==> src/rtl/result_sig_collector.sv <==
// Result-word collector: DEPTH-entry valid/ready FIFO plus a running signature and saturating word count.
// Define SIG_MISR_EN for a rotate-then-XOR signature; otherwise the signature is a plain XOR accumulator.
module result_sig_collector #(
  parameter int DATA_W = 37,
  parameter int DEPTH  = 4,
  parameter int CNT_W  = 16
) (
  input  logic              clk,
  input  logic              rst_n,
  input  logic              in_valid,
  output logic              in_ready,
  input  logic [DATA_W-1:0] in_data,
  output logic              out_valid,
  input  logic              out_ready,
  output logic [DATA_W-1:0] out_data,
  input  logic              clear,
  output logic [DATA_W-1:0] sig,
  output logic [CNT_W-1:0]  word_count,
  output logic              overflow
);

  localparam int PTR_W = $clog2(DEPTH);
  localparam int OCC_W = $clog2(DEPTH + 1);
  localparam logic [CNT_W-1:0] CNT_MAX = '1;

  logic [DATA_W-1:0] mem [DEPTH];
  logic [PTR_W-1:0]  rd_ptr;
  logic [PTR_W-1:0]  wr_ptr;
  logic [OCC_W-1:0]  occ;

  logic              push;
  logic              pop;
  logic [DATA_W-1:0] sig_base;
  logic [DATA_W-1:0] sig_upd;
  logic [CNT_W-1:0]  cnt_base;
  logic [CNT_W-1:0]  cnt_next;
  logic              ovf_next;

  // Handshake flags depend only on the occupancy register, never on in_valid/out_ready.
  assign in_ready  = (occ != OCC_W'(DEPTH));
  assign out_valid = (occ != '0);
  assign out_data  = mem[rd_ptr];

  assign push = in_valid && in_ready;
  assign pop  = out_valid && out_ready;

  always_ff @(posedge clk or negedge rst_n) begin
    if (!rst_n) begin
      rd_ptr <= '0;
      wr_ptr <= '0;
      occ    <= '0;
    end else begin
      if (push) wr_ptr <= wr_ptr + PTR_W'(1);
      if (pop)  rd_ptr <= rd_ptr + PTR_W'(1);
      if (push && !pop)      occ <= occ + OCC_W'(1);
      else if (pop && !push) occ <= occ - OCC_W'(1);
    end
  end

  // NOTE: storage has no reset; only pointers/occupancy define which entries are live.
  always_ff @(posedge clk) begin
    if (push) mem[wr_ptr] <= in_data;
  end

  // A clear in the same cycle as an accept folds the new word into an already-cleared state.
  // NOTE: every always_comb output gets a default first so no latch can be inferred.
  always_comb begin
    sig_base = clear ? '0 : sig;
    cnt_base = clear ? '0 : word_count;
`ifdef SIG_MISR_EN
    sig_upd  = {sig_base[DATA_W-2:0], sig_base[DATA_W-1]} ^ in_data;
`else
    sig_upd  = sig_base ^ in_data;
`endif
    cnt_next = cnt_base;
    if (push && (cnt_base != CNT_MAX)) cnt_next = cnt_base + CNT_W'(1);
    ovf_next = (clear ? 1'b0 : overflow) | (push && (cnt_next == CNT_MAX));
  end

  // NOTE: sequential state uses non-blocking assignments so all registers update from pre-edge values.
  always_ff @(posedge clk or negedge rst_n) begin
    if (!rst_n) begin
      sig        <= '0;
      word_count <= '0;
      overflow   <= 1'b0;
    end else begin
      if (push)       sig <= sig_upd;
      else if (clear) sig <= '0;
      word_count <= cnt_next;
      overflow   <= ovf_next;
    end
  end

endmodule
==> config.mk <==
export PLATFORM = sky130hd
export DESIGN_NAME = result_sig_collector
export DESIGN_NICKNAME = d
export VERILOG_FILES = /design/src/rtl/result_sig_collector.sv
export SDC_FILE = /design/constraint.sdc
export NUM_CORES = 1
export LEC_CHECK = 0
export ABC_AREA = 0
export BUFFER_PORTS_ARGS = -buffer_cell sky130_fd_sc_hd__buf_2
export CAP_MARGIN = 15
export CORE_ASPECT_RATIO = 1.2
export CORE_UTILIZATION = 53
export CTS_BUF_LIST = sky130_fd_sc_hd__clkbuf_8
export CTS_CLUSTER_SIZE = 12
export DETAILED_ROUTE_END_ITERATION = 8
export PLACE_DENSITY = 0.82
export SLEW_MARGIN = 20
export SYNTH_ARGS = -nofsm -noshare
export SYNTH_HDL_FRONTEND = slang
export SYNTH_SLANG_ARGS = --single-unit
==> constraint.sdc <==
create_clock -name clk -period 2.4 [get_ports clk]
set_input_delay 0.12 -clock clk [delete_from_list [all_inputs] [get_ports clk]]
set_output_delay 0.12 -clock clk [all_outputs]
set_load 0.02 [all_outputs]
==> results of run 1 <==
where the power goes:
| part | switching (W) | internal (W) | leakage [nW] |
|---|---|---|---|
| logic | 0.00232 | 0.00174 | 1.79 |
| clock network | 0.00125 | 0.00160 | 0.361 |
| registers | 0.000351 | 0.00470 | 2.14 |
| total | 0.00392 | 0.00804 | 4.29 |
sequential cells by signal, summed over array words and instances, names as in the netlist:
| name | count |
|---|---|
| sig | 37 |
| rd_ptr | 2 |
| overflow | 1 |
| occ | 3 |
| word_count | 16 |
| wr_ptr | 2 |
| mem | 148 |
critical path, cell delays in order, from the launching register on:
cell and delay [ns]:
dfrtp_2 0.37, nor2b_4 0.17, ha_4 0.14, and4b_1 0.23
and2_4 0.19, and4_4 0.22, mux2_4 0.31, a2111oi_2 0.22
and4b_1 0.25, a32o_1 0.17
area by class of cell:
class	count	area (um2)	share of cell area, %
Multi-Input combinational cell	262	2480	23.0
Sequential cell	209	5980	55.4
Clock inverter	19	125	1.16
Timing Repair Buffer	210	1410	13.1
Inverter	8	32.5	0.301
Clock buffer	37	509	4.72
Tap cell	208	260	2.41
stage by stage:
step / instances / setup TNS (ns) / util, % / hold slack (ns)
final: 953 / 0 / 69.3 / 0.127
after global routing: 953 / -0.0528 / 69.3 / 0.146
after detailed placement: 855 / -0.0345 / 62.1 / 0.288
after CTS: 951 / 0 / 68.9 / 0.0704
after floorplan: 499 / 0 / - / -0.176
after global placement: 855 / 0 / 62.1 / 0.275
kinds of logic after synthesis:
logic type | after synthesis | share of synthesized area (%)
buffers and inverters | 28 | 1.39
muxes | 41 | 10.4
AOI/OAI and AO/OA | 15 | 1.27
adders and majority gates | 7 | 1.12
xor gates and xnor gates | 54 | 5.59
and+or+nand+nor | 145 | 9.70
DFF | 209 | 70.5
how the worst max path moves through the flow:
stage / end / slack, ns / cells after the start
2_1_floorplan: overflow / 0.006 / 9
3_3_place_gp: overflow / 0.004 / 10
3_5_place_dp: overflow / -0.03 / 10
4_1_cts: overflow / 0.005 / 9
5_1_grt: overflow / -0.05 / 10
6_report: overflow / 0.06 / 9
layer usage:
layer	vias to the layer above	share of wire [%]
li1	2300	-
met1	2595	38
met2	182	54
met3	38	5.3
met4	0	2.6
met5	-	0
layout by cell type (no fill, tap or decap), drive strengths merged, types with 3 or more instances in the layout:
cell	synthesis	routed
nand4	6	6
nand2	50	50
xnor2	51	51
nor4	3	3
nor3	5	5
and4b	3	3
buf	7	171
dfrtp	61	61
nor2	10	10
xor2	3	3
a21oi	4	4
and4	3	3
dlygate4sd3	0	39
inv	8	18
and3	5	5
nor2b	43	43
clkbuf	13	37
ha	6	6
mux4	37	37
edfxtp	148	148
nand3	6	6
clkinv	0	7
o21ai	3	3
timing repair:
| action | in CTS | in global routing |
|---|---|---|
| pin swaps | 1 | 6 |
| setup endpoints to repair | 1 | 2 |
| hold buffers | 39 | 0 |
| gates resized for setup | 3 | 12 |
| endpoints found under the hold margin | 221 | 0 |
| setup buffers | 1 | 2 |
==> impl_results.md, run 1 <==
- Run status: finished, final reports clean
- Post-DR vias/cell: 5.37
- Worst R2R Setup Slack: about 0.06 ns
- Grt peak-use layer: met2
- Final setup viols: 0
- Top cell type's share of synthesized area: 52.5%
- Final cycle utilization of the critical path: 97.5%
- DRC viols: 0
- Syn-to-layout area delta: 27.5%
- Hold_sp: in_valid
- Syn_area_per_cell: 17.0 um2
- Synthesized flop and latch total: 209
- M2 GR Usage: a little over two fifths
- Rows: 50
- Clock net sink count: 209
- Worst slew margin: a little over two fifths
- Tightest Pin Transition: 0.856 ns
- Post-DP HPWL: 11900 um
- Share of cells above drive strength 1: between 30% and 40%
- Core Area: 15600 um2
- Synth Warn #: 0
- Synth unique cells: 49
- First-pass GRT wire length: 29300 um
- CTS Buffer Depth: 3
- Synthesized area: 8460 um2
- Min-Delay Endpoint: word_count[4]
- Worst-Skew Late Latency: approximately 0.53 ns
- RSZ-0062 raised after global routing: yes
- CP endpoint kind: register
- Die Wd: 117 um
- Async SR Flop Fraction: between 20% and 30%
- Post-Place Setup Slack: -0.0345 ns
- First DRT Iteration DRCs: 239
- Grt met3 use: 3.66%
- Grt total ovfl: 0
- Die ar.: between 15000 and 20000 um2
- Power Dens Cells: 1110 nW/um2
- Post-Syn Instances: 499
- Hold Path Depth: 5
- Peak supply drop: 0.605 mV
- Max-cap viol count: 0
- Worst setup SP type: register
- Final Wtd Congestion: 0.870
- Routed WL: 18200 um
- Fillers: a little over 1k
- GRT met1 Usage: 27.8%
- Final nets: around 770
- Seq/Total Area, Yosys: 70.5%
- Critical path arrival: 2.81 ns
- Clk_skew: 0.00980 ns
- Setup ws final: 0.0601 ns
- Ports: 135
- Dominant synthesized flop cell: edfxtp_1
- Crit-path max FO: 5
- Vias in the first global route: approximately 5.6k
- First drt pass iteration count: 4
- RR Endpoint: overflow
- Routed length per instance: roughly 19 um
- Clock-pin slew on the worst setup and hold paths: ~0.06 ns
- CTS buffer count: 31
- Most frequent cell after synthesis: edfxtp_1
- Final min period: 2.34 ns
- LEAKAGE: between 4 and 5 nW
- Achievable frequency: 0.427 GHz
- Antenna fix cells: 0
- Critical path type: register to register
- Die H: 140 um
- Max-slew violations: 0
- Post-synth top cells: edfxtp_1, dfrtp_1, xnor2_1
- Total global routing track utilization: 23.2%
- Final hold violation count: 0
- Post-layout instance area: 10800 um2
- Largest net degree at the start of global routing: 38
- Area contributors post-synth: edfxtp_1, dfrtp_1, mux4_2, xnor2_1, nor2b_1
- Clock tree from TritonCTS: done
- CTS H-Tree Depth: 1
- Root buffer cell: clkbuf_8
- Vias: 5115
- Post-synth EDFFs: roughly 150
- Class of the worst hold path: primary input to register
- Starting density of the core: 54.3%
- Power, Total: approximately 0.012 W
- Port Buffer Count: 134
- Worst reg2reg path depth: 9
- Synth area leader: edfxtp_1
- Critical path launch point: word_count[1]
- Antenna violations before repair: 0
- R2R Path Start: word_count[1]
- Final ANT Viol Nets: 0
- Mapped Nets: 548
- Area of placed instances: 9680 um2
- Data required time at the worst endpoint: 2.87 ns
Note: power is estimated with default switching activity, not from simulation.
==> run 2: changes to the inputs <==
Settings changed: CORE_MARGIN set to 2, CORE_UTILIZATION 53 to 45, PLACE_DENSITY 0.82 to 0.72.
==> run 2 against run 1 <==
First-iteration DRC count rose by 9.6%. Global-route usage is 4.9 points lower. Clock power rose by 2%. Maximum frequency is 2.3% higher. Combinational power is 1% lower. Wire length shrank 0.69%.
==> impl_results.md, run 2 (synthesis results as in run 1) <==
- Run status: finished, final reports clean
- Final core occ: 59.0%
- Clock-pin slew on the worst setup and hold paths: 0.06 ns
- Critical path type: register to register
- Vias in the first global route: 5486
- Syn-to-layout area delta: 27.7%
- Worst hold slack: 0.107 ns
- Achievable frequency: 0.437 GHz
- Gate power share: 33.7%
- Ports: 135
- Peak supply drop: 0.434 mV
- Final hold violation count: 0
- Worst-Skew Late Latency: between 0.5 and 0.6 ns
- Max-slew violations: 0
- First drt pass iteration count: 4
- Power Dens Cells: 1100 nW/um2
- Switching power: 0.00393 W
- CP bufs+invs: 1
- First-pass GRT wire length: 28400 um
- Final Wtd Congestion: 0.854
- Setup ws final: 0.112 ns
- Multi-input gate area: 2460 um2
- Critical path arrival: 2.72 ns
- Final min period: 2.29 ns
- Share of cells above drive strength 1: 38.0%
- Post-Place Setup Slack: -0.00606 ns
- Final cycle utilization of the critical path: approximately 95%
- Tightest Pin Transition: between 0.8 and 0.9 ns
- Commonest cells after routing, fill and taps aside: edfxtp_1, buf_2, dfrtp_1
- Rows: 54
- LEAKAGE: 4.29 nW
- Clock net sink count: 209
- Class of the worst hold path: primary input to register
- Root buffer cell: clkbuf_8
- Placed insts: 899
- Total global routing track utilization: 18.3%
- Clk_skew: between 0.008 and 0.009 ns
- Die Wd: 129 um
- Post-DR vias/cell: 5.06
- Antenna fix cells: 0
- Sw Share: 32.9%
- Antenna violations before repair: 0
- Finished Layout Cells: 1000
- Final setup viols: 0
- Slowest CP cell: dfrtp_2
- Core Area: around 18000 um2
- Final ANT Viol Nets: 0
- Int Pwr: 0.00801 W
- Most common cell after layout, fill and taps aside: edfxtp_1
- Final nets: 774
- Post-DP HPWL: 11800 um
- Worst slew margin: 41.6%
- Worst setup SP type: register
- Port Buffer Count: 134
- DRC viols: 0
- Routed length per instance: 18.1 um
- CTS H-Tree Depth: 1
- Largest net degree at the start of global routing: 62
- Regs by FF count: mem: 148 flops, sig: 37 flops, word_count: 16 flops
- CP top delay family: simple AND/OR/NAND/NOR gates
- Sequential Power Share: 42.0%
- Max-cap viol count: 0
- Fillers: 1428
- CTS Buffer Depth: 3
- Clock tree from TritonCTS: done
- Largest register FFs: 148
- Starting density of the core: a little under half
- Crit-path max FO: 4
- Flip-flop and latch area: 5980 um2
- Vias: around 5k
- CP endpoint kind: register
- Data required time at the worst endpoint: 2.83 ns
- Crit-path cells: nor2b_4 -> ha_4 -> and4b_1 -> nand4_1 -> buf_6 -> nor3_4 -> mux2i_2 -> a2111oi_2 -> and4b_1 -> a32o_1
- Routed WL: 18100 um
- Worst path most repeated cell: and4b_1
- Critical path's largest stage delay: 0.36 ns
- Biggest register: mem
- Power, Total: 0.0119 W
- CTS buffer count: 31
- Clock Power Share: 24.4%
- First DRT Iteration DRCs: approximately 260
- Die H: 154 um
- Die ar.: around 20000 um2
- Grt total ovfl: 0
[run 2: cell types whose count changed in the layout (fill, tap and decap cells not counted), moves of 2 or more]
cell / delta
buf_4: +7
clkinv_2: +7
buf_12: -4
clkbuf_8: -4
inv_1: -3
clkinv_1: -2
[run 2: layout make-up]
class / instances / share of cell area, %
Tap cell: 252 / 2.92
Sequential cell: 209 / 55.3
Inverter: 8 / 0.301
Clock buffer: 33 / 4.20
Clock inverter: 23 / 1.66
Timing Repair Buffer: 213 / 12.9
Multi-Input combinational cell: 262 / 22.7
[run 2: through the flow]
step	TNS [ns]	area [um2]
4_1_cts	0	10700
6_report	0	10800
2_1_floorplan	0	8500
3_5_place_dp	-0.00606	9690
5_1_grt	-0.00581	10800
3_3_place_gp	0	9690
[run 2: repair_timing]
action / in CTS / in global routing
endpoints found under the setup margin: 4 / 1
resized for setup: 2 / 11
hold endpoints to repair: 248 / 0
hold buffers: 39 / 0
gates cloned: 0 / 0
pin swaps: 0 / 4
buffers inserted: 0 / 6
[run 2: power groups by stage]
stage          Sequential, W  Combinational (W)  Clock [W]
6_report             0.00501            0.00402    0.00291
5_1_grt              0.00508            0.00431    0.00312
4_1_cts              0.00502            0.00407    0.00298
3_5_place_dp         0.00508            0.00401          0
3_3_place_gp         0.00503            0.00397          0
2_1_floorplan        0.00524            0.00244          0
[run 2: path summary, 6_finish.rpt]
check | from | to | slack [ns] | depth (start not counted)
min reg2reg | occ[2] | occ[2] | 0.49 | 1
max in group asynchronous | rst_n | rd_ptr[0] | 1.50 | 2
max reg2reg | word_count[1] | overflow | 0.11 | 10
min in group asynchronous | rst_n | word_count[12] | 0.24 | 2
min | in_valid | word_count[4] | 0.11 | 5
max | word_count[1] | overflow | 0.11 | 10
[run 2: worst min-delay path, stage by stage]
cell and delay [ns]:
buf_2 0.16, nand2_8 0.09, a211oi_1 0.05, xnor2_1 0.12, nor2_1 0.05
[run 2: metal layers]
layer  vias up  routed length, um  track usage, %
li1       2307                  -               -
met1      2551               7240            23.1
met2       176               9430            32.1
met3        30               1050            3.25
met4         0                350            5.43
met5         -                  0               0
